### config.mk
export PLATFORM = sky130hd
export DESIGN_NAME = an_encoder_52bits_clk
export DESIGN_NICKNAME = d
export VERILOG_FILES = /design/src/rtl/an_encoder_52bits_clk.sv
export SDC_FILE = /design/constraint.sdc
export NUM_CORES = 1
export LEC_CHECK = 0
export BUFFER_PORTS_ARGS = -buffer_cell sky130_fd_sc_hd__clkbuf_2
export CAP_MARGIN = 0
export CORE_ASPECT_RATIO = 1.4
export CORE_UTILIZATION = 40
export CTS_CLUSTER_DIAMETER = 50
export DETAILED_ROUTE_END_ITERATION = 6
export HOLD_SLACK_MARGIN = 0.02
export SYNTH_ARGS = -nofsm -noshare
export SYNTH_HDL_FRONTEND = slang
export SYNTH_SLANG_ARGS = --single-unit
### constraint.sdc
create_clock -name clk -period 4.6 [get_ports clk]
set_clock_uncertainty 0.2 [all_clocks]
set_input_delay 1.15 -clock clk [delete_from_list [all_inputs] [get_ports clk]]
set_output_delay 1.15 -clock clk [all_outputs]
set_load 0.005 [all_outputs]
### src/rtl/an_encoder_52bits_clk.sv
// Multi-cycle AN-code encoder: W = A*N via shift-add, one multiplier bit per cycle.
// Define ERR_INJ_EN to add the err_* ports and an INJ state that applies a +/-2^k error to W.
module an_encoder_52bits_clk #(
  parameter int A      = 131,
  parameter int A_BITS = 8,
  parameter int N_BITS = 52,
  parameter int W_BITS = 61
) (
  input  logic              clk,
  input  logic              rst_n,
  input  logic              in_valid,
  output logic              in_ready,
  input  logic [N_BITS-1:0] N_in,
  output logic              out_valid,
  input  logic              out_ready,
  output logic [W_BITS-1:0] W
`ifdef ERR_INJ_EN
  ,
  input  logic              err_en,
  input  logic              err_sign,
  input  logic [5:0]        err_pos
`endif
);

  localparam int CNT_W = $clog2(A_BITS + 1);

  typedef enum logic [1:0] {
    S_IDLE,
    S_MUL,
    S_INJ,
    S_DONE
  } state_t;

  state_t              r_state;
  state_t              w_next;
  logic [W_BITS-1:0]   r_m;
  logic [A_BITS-1:0]   r_q;
  logic [W_BITS-1:0]   r_acc;
  logic [CNT_W-1:0]    r_count;
  logic                r_out_valid;
  logic [W_BITS-1:0]   r_w;
  logic                w_last_mul;

`ifdef ERR_INJ_EN
  localparam logic [6:0] W_BITS7 = 7'(W_BITS);

  logic                r_err_en;
  logic                r_err_sign;
  logic [5:0]          r_err_pos;
  logic [W_BITS-1:0]   w_err_mask;

  // Positions beyond the codeword produce no error but INJ is still traversed.
  assign w_err_mask = (r_err_en && ({1'b0, r_err_pos} < W_BITS7))
                      ? ({{(W_BITS-1){1'b0}}, 1'b1} << r_err_pos)
                      : '0;
`endif

  assign in_ready   = (r_state == S_IDLE);
  assign out_valid  = r_out_valid;
  assign W          = r_w;
  assign w_last_mul = (r_count == CNT_W'(A_BITS - 1));

  always_ff @(posedge clk or negedge rst_n) begin
    if (!rst_n) begin
      r_state <= S_IDLE;
    end else begin
      r_state <= w_next;
    end
  end

  always_comb begin
    // NOTE: default first so every path assigns w_next and no latch is inferred.
    w_next = r_state;
    case (r_state)
      S_IDLE: if (in_valid) w_next = S_MUL;
`ifdef ERR_INJ_EN
      S_MUL:  if (w_last_mul) w_next = S_INJ;
`else
      S_MUL:  if (w_last_mul) w_next = S_DONE;
`endif
      S_INJ:  w_next = S_DONE;
      S_DONE: if (r_out_valid && out_ready) w_next = S_IDLE;
      default: w_next = S_IDLE;
    endcase
  end

  always_ff @(posedge clk or negedge rst_n) begin
    if (!rst_n) begin
      r_m         <= '0;
      r_q         <= '0;
      r_acc       <= '0;
      r_count     <= '0;
      r_out_valid <= 1'b0;
      r_w         <= '0;
`ifdef ERR_INJ_EN
      r_err_en    <= 1'b0;
      r_err_sign  <= 1'b0;
      r_err_pos   <= '0;
`endif
    end else begin
      // NOTE: non-blocking throughout, so every term reads the pre-edge register values.
      case (r_state)
        S_IDLE: begin
          if (in_valid) begin
            r_m     <= W_BITS'(N_in);
            r_q     <= A_BITS'(A);
            r_acc   <= '0;
            r_count <= '0;
`ifdef ERR_INJ_EN
            r_err_en   <= err_en;
            r_err_sign <= err_sign;
            r_err_pos  <= err_pos;
`endif
          end
        end
        S_MUL: begin
          if (r_q[0]) r_acc <= r_acc + r_m;
          r_m     <= r_m << 1;
          r_q     <= r_q >> 1;
          r_count <= r_count + 1'b1;
        end
        S_INJ: begin
`ifdef ERR_INJ_EN
          r_acc <= r_err_sign ? (r_acc - w_err_mask) : (r_acc + w_err_mask);
`endif
        end
        S_DONE: begin
          // First DONE cycle publishes the result; W then holds until the next word.
          if (!r_out_valid) begin
            r_w         <= r_acc;
            r_out_valid <= 1'b1;
          end else if (out_ready) begin
            r_out_valid <= 1'b0;
          end
        end
        default: ;
      endcase
    end
  end

endmodule

Yosys cells after proc, flatten, opt, wreduce, memory -nomap -nowiden
Index checks and enable logic that the tools add are counted.
{"block": "classes", "muxes": 15, "n_addsub": 2, "n_reduce_logical": 7, "n_bitwise": 1, "n_eq_ne": 8}
{"op": "61-bit one-hot mux with 2 select lines", "count": 2}
{"op": "61-bit two-way mux", "count": 3}
{"op": "61-bit adder", "count": 1}
{"op": "8-bit one-hot mux with 2 select lines", "count": 1}
{"op": "8-bit two-way mux", "count": 1}
{"op": "2-bit != test, second input constant", "count": 4}
{"op": "2-bit one-hot mux with 4 select lines", "count": 1}
{"op": "4-bit one-hot mux with 2 select lines", "count": 1}
{"op": "2-bit two-way mux", "count": 3}
{"op": "3-bit AND reduction", "count": 2}
{"op": "4-bit by 1-bit adder with 4-bit output, second input constant", "count": 1}
{"op": "2-bit equality test, second input constant", "count": 2}
{"op": "4-bit by 3-bit equality test with 1-bit output, second input constant", "count": 1}
{"op": "4-bit two-way mux", "count": 1}
{"op": "2-bit AND reduction", "count": 2}
{"op": "2-bit by 1-bit equality test with 1-bit output, second input constant", "count": 1}
{"op": "2-bit logical NOT", "count": 1}
{"op": "1-bit two-way mux", "count": 2}
{"op": "2-bit nonzero test", "count": 1}
{"op": "1-bit logical AND", "count": 1}
{"op": "1-bit NOT", "count": 1}
{"block": "word_totals", "word_cells": 40, "input_bits": 56, "reg_bits": 198, "output_inout_bits": 63}

Depth between registers and ports, before layout
Gate-level depths: netlist of the first run.
{"block": "depth", "ltp_word": 3, "depth_mapped": 14, "mapped_depth_nobuf": 14}

Worst setup path after synthesis of the first run
OpenSTA, ideal clock, no wires.
{"block": "synth_path", "path_type": "reg-to-reg", "start": "register r_m[0]", "end": "register r_acc[60]", "path_stages_with_launch": 15, "n_path_buf": 0, "setup_time_ps": 69, "t_arrival_ps": 2941, "slack_ps": 1389, "synth_period_minus_slack_ps": 3211, "path_cell_list": "dfrtp_1 -> ha_1 -> inv_1 -> fa_1 -> nand2b_1 -> a211oi_1 -> o21ai_1 -> o21a_1 -> o21ai_2 -> o21ai_2 -> o211a_1 -> o211ai_1 -> a21oi_1 -> or4_1 -> nand3_1"}
{"block": "synth_between", "elab_chain_cells": 3}
{"element": "start, declared", "line": "36", "rtl": "logic [W_BITS-1:0] r_m;"}
{"element": "start signal, assigned", "line": "105", "rtl": "r_m <= W_BITS'(N_in);"}
{"element": "start signal, assigned", "line": "118", "rtl": "r_m <= r_m << 1;"}
{"element": "61-bit adder", "line": "117", "rtl": "if (r_q[0]) r_acc <= r_acc + r_m;"}
{"element": "61-bit two-way mux", "line": "117"}
{"element": "61-bit one-hot mux with 2 select lines", "line": "102", "rtl": "case (r_state)"}
{"element": "end signal, assigned", "line": "117"}
{"element": "end, declared", "line": "38", "rtl": "logic [W_BITS-1:0] r_acc;"}
Every way passes these cells. The select of a mux whose other input is x is not followed.
A chain may end at the register's enable or synchronous reset.

Worst setup path after layout of the first run
{"block": "layout_path", "start": "register r_m[0]", "end": "register r_acc[52]"}
Same word-level chain as after synthesis.

==> results_dict.tcl, run 1 <==
set metrics [dict create \
    async_flop_share_pct 100 \
    start_util_pct 40.6 \
    hold_buffers 0 \
    post_cts_buffers 0 \
    yosys.area.top_type "dfrtp_1" \
    p_leak_nw 6.14 \
    synth_edf_count 0 \
    netlist_area_sq_um 11200 \
    grt_pass1_vias 8953 \
    dp.cells 1577 \
    ff2ff_setup_slack_ns 0.92 \
    setup_violations 0 \
    avgRoutedWirePerCell_um 17.3 \
    drtPass1Iterations 4 \
    crit_path_end_kind "register" \
    tns_ns 0 \
    final_cells 1608 \
    holdWs_ns 0.303 \
    grt_max_degree 98 \
    die_w_um 144 \
    mostFrequentLayoutCells "198 x dfrtp_1, 154 x nand2_1, 126 x o21ai_0, 117 x clkbuf_2, 68 x a21oi_1" \
    final_nets 1347 \
    routed_wl_um 27900 \
    syn_to_final_growth_pct 13.7 \
    max-clock-path-buffers 2 \
    cts_tree "built" \
    antenna_left 0 \
    drt-initial-drc-count 357 \
    drive_gt1_share_pct 19.1 \
    power_density_nw_per_um2 774 \
    max_clock_freq_mhz 272 \
    ys_warn_count 0 \
    grtUsageTotal_pct 20.4 \
    drc_errors 0 \
    setup_ws_ns 0.922 \
    cts-root-buf "clkbuf_16" \
    final_cell_area_sq_um 12800 \
    yosysUniqueCellTypes 64 \
    worst_pin_slew_ns 1.13 \
    critical_path_class "reg -> reg" \
    hold_viol_final 0 \
    syn_inst 1143 \
    multiInputGateArea_sq_um 5970 \
    clk_latency_ns 0.45 \
    worst_r2r_endpoint "r_acc[52]" \
    p_total_mw 9.89 \
    ir_drop_uv 346 \
    relSlewSlack_pct 24.7 \
    vias 8667 \
    overflow 0 \
    post_cts_resized 0 \
    dpl_worst_slack_ns 0.942 \
    synthFlopType "dfrtp_1" \
    ys_seq_elements 198 \
    die_h_um 200 \
    cap_viol_max_count 0 \
    grt_first_pass_wirelength_um 45700 \
    synth.area.top_cells "dfrtp_1 44%, ha_1 7.1%, mux2_2 6.1%" \
    crit_end "r_acc[52]" \
    grt_antenna_before_repair 0 \
    cts_sinks 198 \
    num_io_pins 119 \
    synth.avg_cell_area_sq_um 9.84 \
    drv_slew 0 \
    core_area_sq_um 27700 \
    postLayoutCoreUtil_pct 46.2 \
    numCtsBuffers 17 \
    synth-seq-area-share_pct 44.1 \
    htreeDepth 4 \
    crit_arrival_ns 3.82 \
    r2r_start "r_m[0]" \
    synth_top_area_share_pct 44.1 \
    path_clk_slew_ns 0.08 \
    synth.net_count 1264 \
    critical_path.startpoint "r_m[0]" \
    hpwl_um 20400 \
    dieArea_sq_um 28800 \
    status "finished, final reports clean" \
    seq_area_sq_um 4950 \
    n_antenna_cell 0 \
    mostFrequentLayoutCell "dfrtp_1" \
    place_area_sq_um 12200 \
    port_buffers 118 \
    rr_worst_depth 14 \
    worstPathMaxFanout 5 \
    via_per_inst 5.39 \
    place_congestion 0.883 \
    rsz0062_at_grt "no" \
    start_kind "register" \
    finalCriticalPeriod_ns 3.68 \
    rows 72 \
    period_share_pct 80.0 \
    nFillCells 2673 \
    min_path_type "reg -> reg" \
    critical_path_required_ns 4.74 \
]
==> cells by family after synthesis <==
family / share of synthesized area, %
AOI/OAI and AO/OA: 19.3
and+or+nand+nor: 11.5
buffers and inverters: 3.12
xor gates and xnor gates: 3.90
adders and majority gates: 7.30
muxes: 10.7
DFF: 44.1
==> flip-flops by register name, summed over array words and instances, names as in the netlist <==
name       cells
r_count        4
out_valid      1
W             61
r_q            8
r_acc         61
r_state        2
r_m           61
==> synthesized netlist by cell type (2+ instances only) <==
library cell / count
o22a_1: 2
mux2_2: 61
nor2_1: 34
or2_2: 2
nand3_1: 21
inv_1: 26
a31oi_1: 12
nor4_1: 3
a32o_1: 6
o21a_1: 7
o21ai_2: 3
and3_1: 11
a21oi_1: 68
o2111ai_1: 2
dfrtp_1: 198
xnor2_1: 26
o21ai_1: 6
mux2i_1: 52
o21bai_1: 17
a21o_1: 30
a211oi_1: 5
o21ai_0: 127
a21boi_1: 2
ha_1: 64
o211ai_1: 4
nand2_1: 154
o31ai_1: 6
xor2_1: 24
buf_2: 4
nor2b_1: 7
buf_1: 5
o211a_1: 2
a22o_1: 19
and2_1: 3
a221oi_1: 4
nand4_1: 14
nand2b_1: 10
clkbuf_1: 57
a221o_1: 2
or3_1: 6
nor3_1: 14
==> where the power goes <==
group	switching [mW]	internal, mW
registers	0.590	2.49
clock network	0.693	0.814
logic	3.11	2.20
==> critical path: stages, from the launching register on <==
cell       delay, ns
dfrtp_1         0.40
ha_1            0.19
inv_1           0.05
fa_1            0.39
nand2b_1        0.19
a211oi_1        0.31
o21ai_1         0.24
o211ai_2        0.23
a21boi_1        0.11
nand2b_4        0.19
a2111oi_4       0.43
o21ai_1         0.14
nand2_1         0.14
a2111oi_0       0.11
a221o_1         0.27
==> cell type report <==
type | instances | area share (%)
Inverter | 26 | 0.764
Tap cell | 370 | 3.62
Clock buffer | 20 | 3.50
Clock inverter | 11 | 1.01
Sequential cell | 198 | 38.8
Timing Repair Buffer | 130 | 5.59
Multi-Input combinational cell | 853 | 46.7
==> routing by layer <==
| layer | up-vias | routed length (um) | track usage (%) |
|---|---|---|---|
| met1 | 4190 | 12200 | 24.5 |
| li1 | 4277 | - | - |
| met5 | - | 0 | 0 |
| met4 | 0 | 565 | 6.61 |
| met2 | 159 | 14300 | 36.4 |
| met3 | 41 | 788 | 3.32 |
==> worst min-delay path by stage <==
stage / cells past startpoint / startpoint / slack [ns] / endpoint
after floorplan: 1 / r_q[2] / 0.26 / r_q[1]
after global placement: 1 / r_q[5] / 0.28 / r_q[4]
after detailed placement: 1 / r_q[5] / 0.29 / r_q[4]
after CTS: 1 / r_q[5] / 0.30 / r_q[4]
after global routing: 1 / r_q[5] / 0.32 / r_q[5]
final: 1 / r_q[3] / 0.30 / r_q[2]
Power figures use the tool's default switching activity.
==> inputs of run 2 (changes only) <==
--- a/config.mk
+++ b/config.mk
@@ -5,6 +5,7 @@
 export SDC_FILE = /design/constraint.sdc
 export NUM_CORES = 1
 export LEC_CHECK = 0
+export ABC_AREA = 1
 export BUFFER_PORTS_ARGS = -buffer_cell sky130_fd_sc_hd__clkbuf_2
 export CAP_MARGIN = 0
 export CORE_ASPECT_RATIO = 1.4
==> constraint.sdc (replaced) <==
create_clock -name clk -period 3.2 [get_ports clk]
set_clock_uncertainty 0.2 [all_clocks]
set_input_delay 0.8 -clock clk [delete_from_list [all_inputs] [get_ports clk]]
set_output_delay 0.8 -clock clk [all_outputs]
set_load 0.005 [all_outputs]
==> run 2 against run 1 <==
Hold slack got worse by 0.21 ns. Register-to-register slack worse by 0.38 ns. Die area up 19%. Synthesized cell count rose by 73%. Clock power up 39%. Fmax rose by 38%. Cell count is 57% higher. Flip-flop and latch count stayed put. Count of clock-buffer cells in the layout decreased by 3.
==> results_dict.tcl, run 2 <==
set metrics [dict create \
    start_util_pct 40.9 \
    synth_edf_count 0 \
    synth_top_family_by_area "simple AND/OR/NAND/NOR gates" \
    ys_warn_count 0 \
    ys_seq_elements 198 \
    cts-root-buf "clkbuf_16" \
    hold_viol_final 0 \
    yosysUniqueCellTypes 45 \
    cts_tree "built" \
    avgRoutedWirePerCell_um 16.3 \
    worstPathMaxFanout 94 \
    grtUsageTotal_pct 25.5 \
    cap_viol_max_count 0 \
    power_density_nw_per_um2 1110 \
    dp.cells 2497 \
    async_flop_share_pct 100 \
    synth.area.mux_share_pct 2.44 \
    place_congestion 0.981 \
    rows 78 \
    grt_max_degree 95 \
    mostFrequentLayoutCell "nand2_1" \
    via_per_inst 4.85 \
    cts_sinks 198 \
    grt_antenna_before_repair 0 \
    ir_drop_uv 553 \
    syn_to_final_growth_pct 12.2 \
    drive_gt1_share_pct 12.3 \
    post_cts_resized 0 \
    p_leak_nw 8.40 \
    synth.avg_cell_area_sq_um 6.78 \
    status "finished, final reports clean" \
    cp_slowest_cell "buf_4" \
    setup_violations 0 \
    drt-initial-drc-count 611 \
    ff2ff_setup_slack_ns 0.54 \
    vias 12300 \
    routed_wl_um 41200 \
    yosys.area_share.adder_pct 6.14 \
    syn_inst 1973 \
    path_clk_slew_ns 0.07 \
    yosys.area.top_type "dfrtp_1" \
    relSlewSlack_pct 41.0 \
    synth-simple-area-share_pct 30.1 \
    critical_path_required_ns 3.39 \
    drv_slew 0 \
    final_nets 2197 \
    critical_path_class "reg -> reg" \
    min_path_type "in -> async" \
    die_w_um 157 \
    grt_first_pass_wirelength_um 65400 \
    rsz0062_at_grt "no" \
    p_total_mw 16.6 \
    crit_chain "inv_1, ha_4, inv_2, nor2_8, nor2_4, clkinv_2, buf_4, o211ai_1, o21ai_0" \
    n_antenna_cell 0 \
    dieArea_sq_um 34200 \
    dpl_worst_slack_ns 0.471 \
    crit_path_end_kind "register" \
    netlist_area_sq_um 13400 \
    critical_path.top_delay_family "buffers and inverters" \
    num_io_pins 119 \
    grt_pass1_vias 12100 \
    setup_ws_ns 0.541 \
    crit_arrival_ns 2.84 \
    worst_pin_slew_ns 0.885 \
    hpwl_um 33200 \
    synthFlopType "dfrtp_1" \
    numCtsBuffers 17 \
    drc_errors 0 \
    max_stage_delay_ns 0.64 \
    synth-seq-area-share_pct 37.0 \
    synth.area.top_cells "dfrtp_1 37%, nand2_1 20%, inv_1 10%" \
    clk_latency_ns 0.47 \
    place_area_sq_um 14500 \
    final_cells 2529 \
    cp.depth 9 \
    max-clock-path-buffers 2 \
    yosysMostFrequentCell "nand2_1" \
    hold_buffers 0 \
    synth-compound-area-share_pct 11.8 \
    antenna_left 0 \
    yosys-top-cells-count "712 x nand2_1, 367 x inv_1, 198 x dfrtp_1, 121 x nor2_1, 106 x o21ai_0" \
    start_kind "register" \
    htreeDepth 4 \
    synth.net_count 2094 \
    tns_ns 0 \
    period_share_pct 83.1 \
    core_area_sq_um 32700 \
    post_cts_buffers 0 \
    rr_worst_depth 9 \
    path_buf_inv 4 \
    mostFrequentLayoutCells "711 x nand2_1, 367 x inv_1, 198 x dfrtp_1, 121 x nor2_1, 117 x clkbuf_2" \
    synth_xor_area_share_pct 0.0655 \
    overflow 0 \
    drtPass1Iterations 6 \
    die_h_um 218 \
    port_buffers 118 \
    final_cell_area_sq_um 15000 \
    max_clock_freq_mhz 376 \
    synth_top_area_share_pct 37.0 \
    finalCriticalPeriod_ns 2.66 \
]
==> run 2: cell types whose count changed after synthesis, moves of 26 or more <==
cell	change
nand2_1	+558
inv_1	+341
nor2_1	+87
mux2i_1	-52
nand3_1	+50
clkbuf_1	-38
mux2_2	-32
a21o_1	-30
o211ai_1	+30
xnor2_1	-26
==> run 2: metal layers <==
layer	up-vias	track usage, %	share of wire, %
met1	5687	28.7	41
met3	65	2.66	2.1
met4	0	11.8	3.9
li1	6335	-	-
met2	184	47.7	53
met5	-	0	0
==> run 2: kinds of logic (layout without fill, tap and decap cells) <==
family,count (synthesis),count (layout)
and+or+nand+nor,976,976
buffers and inverters,427,543
AOI/OAI and AO/OA,277,277
DFF,198,198
adders and majority gates,65,65
muxes,29,29
xor gates and xnor gates,1,1
==> run 2: layout make-up <==
class / count / area, sq um
sequential: 198 / 4950
timing repair buffer: 131 / 734
clock buffer: 17 / 425
inverter: 380 / 1430
tap: 440 / 551
fill: 3530 / 17700
clock inverter: 15 / 123
multi-input combinational: 1348 / 6790
==> run 2: power by group <==
group	total (mW)	internal [mW]	switching, mW
clock	2.10	1.01	1.09
sequential	4.39	3.61	0.785
combinational	10.1	3.27	6.85
==> run 2: path summary, 6_finish.rpt <==
path                       startpoint    endpoint
setup / recovery           r_state[1]     r_m[51]
hold / removal                  rst_n  r_state[0]
setup reg to reg           r_state[1]     r_m[51]
hold reg to reg                 W[21]       W[21]
max in group asynchronous       rst_n     r_m[30]
min in group clk                W[21]       W[21]
==> run 2: stage by stage <==
step / utilization (%) / hold WS [ns]
2_1_floorplan: - / 0.248
5_1_grt: 45.9 / 0.123
3_5_place_dp: 44.2 / 0.273
3_3_place_gp: 44.2 / 0.264
4_1_cts: 45.9 / 0.0986
6_report: 45.9 / 0.0943
==> inputs of run 3 (changes only) <==
==> constraint.sdc (replaced) <==
create_clock -name clk -period 2.65 [get_ports clk]
set_clock_uncertainty 0.2 [all_clocks]
set_input_delay 0.6625 -clock clk [delete_from_list [all_inputs] [get_ports clk]]
set_output_delay 0.6625 -clock clk [all_outputs]
set_load 0.005 [all_outputs]
==> run 3 against run 2 <==
Sequential share of layout area shrank 0.63 points. Hold slack improved by 0.13 ns. Worst setup slack worse by 0.41 ns. Routed wire length is 1.5% higher. Register-to-register slack got worse by 0.41 ns. Combinational power is 27% higher. Largest cell class unchanged.
==> results_dict.tcl, run 3 (synthesized netlist as in run 2, its figures left out) <==
set metrics [dict create \
    r2r_start "r_acc[45]" \
    core_area_sq_um 32700 \
    status "finished, final reports clean" \
    worst_pin_slew_ns 0.678 \
    setup_violations 0 \
    die_w_um 157 \
    worst_r2r_endpoint "r_acc[50]" \
    ir_drop_uv 563 \
    start_kind "register" \
    cts-root-buf "clkbuf_16" \
    grtUsageTotal_pct 25.9 \
    finalCriticalPeriod_ns 2.52 \
    dpl_worst_slack_ns -0.00349 \
    htreeDepth 4 \
    overflow 0 \
    hold_viol_final 0 \
    numCtsBuffers 17 \
    critical_path_required_ns 2.81 \
    hold_depth 3 \
    drive_gt1_share_pct 13.8 \
    clk_latency_ns 0.47 \
    drv_slew 0 \
    crit_arrival_ns 2.68 \
    hp-start "N_in[0]" \
    mostFrequentLayoutCells "705 x nand2_1, 367 x inv_1, 198 x dfrtp_1, 120 x nor2_1, 117 x clkbuf_2" \
    dieArea_sq_um 34200 \
    setup_ws_ns 0.130 \
    port_buffers 118 \
    final_nets 2224 \
    rr_worst_depth 11 \
    path_clk_slew_ns 0.08 \
    max_clock_freq_mhz 397 \
    avgRoutedWirePerCell_um 16.4 \
    cap_viol_max_count 0 \
    via_per_inst 4.84 \
    rows 78 \
    die_h_um 218 \
    ff2ff_setup_slack_ns 0.13 \
    holdWs_ns 0.227 \
    place_area_sq_um 14600 \
    critical_path_class "reg -> reg" \
    worstPathMaxFanout 5 \
    period_share_pct 95.1 \
    drtPass1Iterations 7 \
    hpwl_um 33700 \
    routed_wl_um 41800 \
    final_cells 2557 \
    antenna_left 0 \
    power_density_nw_per_um2 1360 \
    num_io_pins 119 \
    hold_path_end "r_m[0]" \
    vias 12400 \
    dp.cells 2520 \
    grt_first_pass_wirelength_um 66200 \
    grt_antenna_before_repair 0 \
    drc_errors 0 \
    min_path_type "in -> reg" \
    mostFrequentLayoutCell "nand2_1" \
    final_cell_area_sq_um 15300 \
    place_congestion 0.938 \
    syn_to_final_growth_pct 14.4 \
    cts_sinks 198 \
    drt-initial-drc-count 783 \
    grt_pass1_vias 12300 \
    max-clock-path-buffers 2 \
    cts_tree "built" \
    relSlewSlack_pct 54.8 \
    start_util_pct 40.9 \
    p_leak_nw 8.57 \
    grt_max_degree 88 \
    nFillCells 3408 \
    crit_path_end_kind "register" \
]
run 3: final cells by class:
type	instances	area [sq um]	share of cell area (%)
well taps	440	551	3.60
inverters	380	1430	9.33
flip-flops and latches	198	4950	32.4
multi-input cells	1348	6820	44.6
clock buffers	19	443	2.90
repair buffers	158	952	6.22
clock inverters	13	145	0.949
diodes	1	2.50	0.0164
run 3: worst max path at each step:
stage | startpoint | endpoint | cells after the start
after floorplan | r_m[0] | r_acc[48] | 15
after global placement | r_acc[0] | r_acc[32] | 15
after detailed placement | r_acc[0] | r_acc[32] | 15
after CTS | r_acc[0] | r_acc[32] | 15
after global routing | r_acc[0] | r_acc[32] | 15
final | r_acc[45] | r_acc[50] | 11
run 3: worst max-delay path, stage by stage, from the launching register on:
cell and delay [ns]:
dfrtp_1 0.49, ha_2 0.46, nand2_1 0.11, nor2_1 0.28, nand2_1 0.21, nor3_2 0.18, and2_1 0.15, nand2_1 0.07
nand3_1 0.08, nand2_1 0.05, nand3_1 0.07, nand2_1 0.06
run 3: report_power, final:
part / internal [mW] / switching (mW) / total [mW]
Clock: 1.43 / 1.29 / 2.72
Combinational: 4.32 / 8.50 / 12.8
Sequential: 4.36 / 0.942 / 5.30
Total: 10.1 / 10.7 / 20.8
run 3: what timing repair did:
item,CTS,global route
buffers inserted,0,3
hold buffers,1,0
setup endpoints to repair,1,15
gates resized for setup,1,10
endpoints found under the hold margin,33,0
pin swaps,0,4
run 3: through the flow:
step	util, %	TNS [ns]	total power, mW
after global routing	46.8	-0.00232	22.8
after global placement	44.8	-0.0372	18.0
after CTS	46.6	0	20.9
after detailed placement	44.8	-0.00349	18.1
final	46.8	0	20.8
after floorplan	-	0	13.7
run 3: per-layer routing:
metal  track usage, %  up-vias  share of wire [%]
met5                0        -                  0
met4             12.3        0                4.1
met3             2.44       63                2.2
met2             48.9      203                 53
met1             28.7     5716                 41
li1                 -     6392                  -
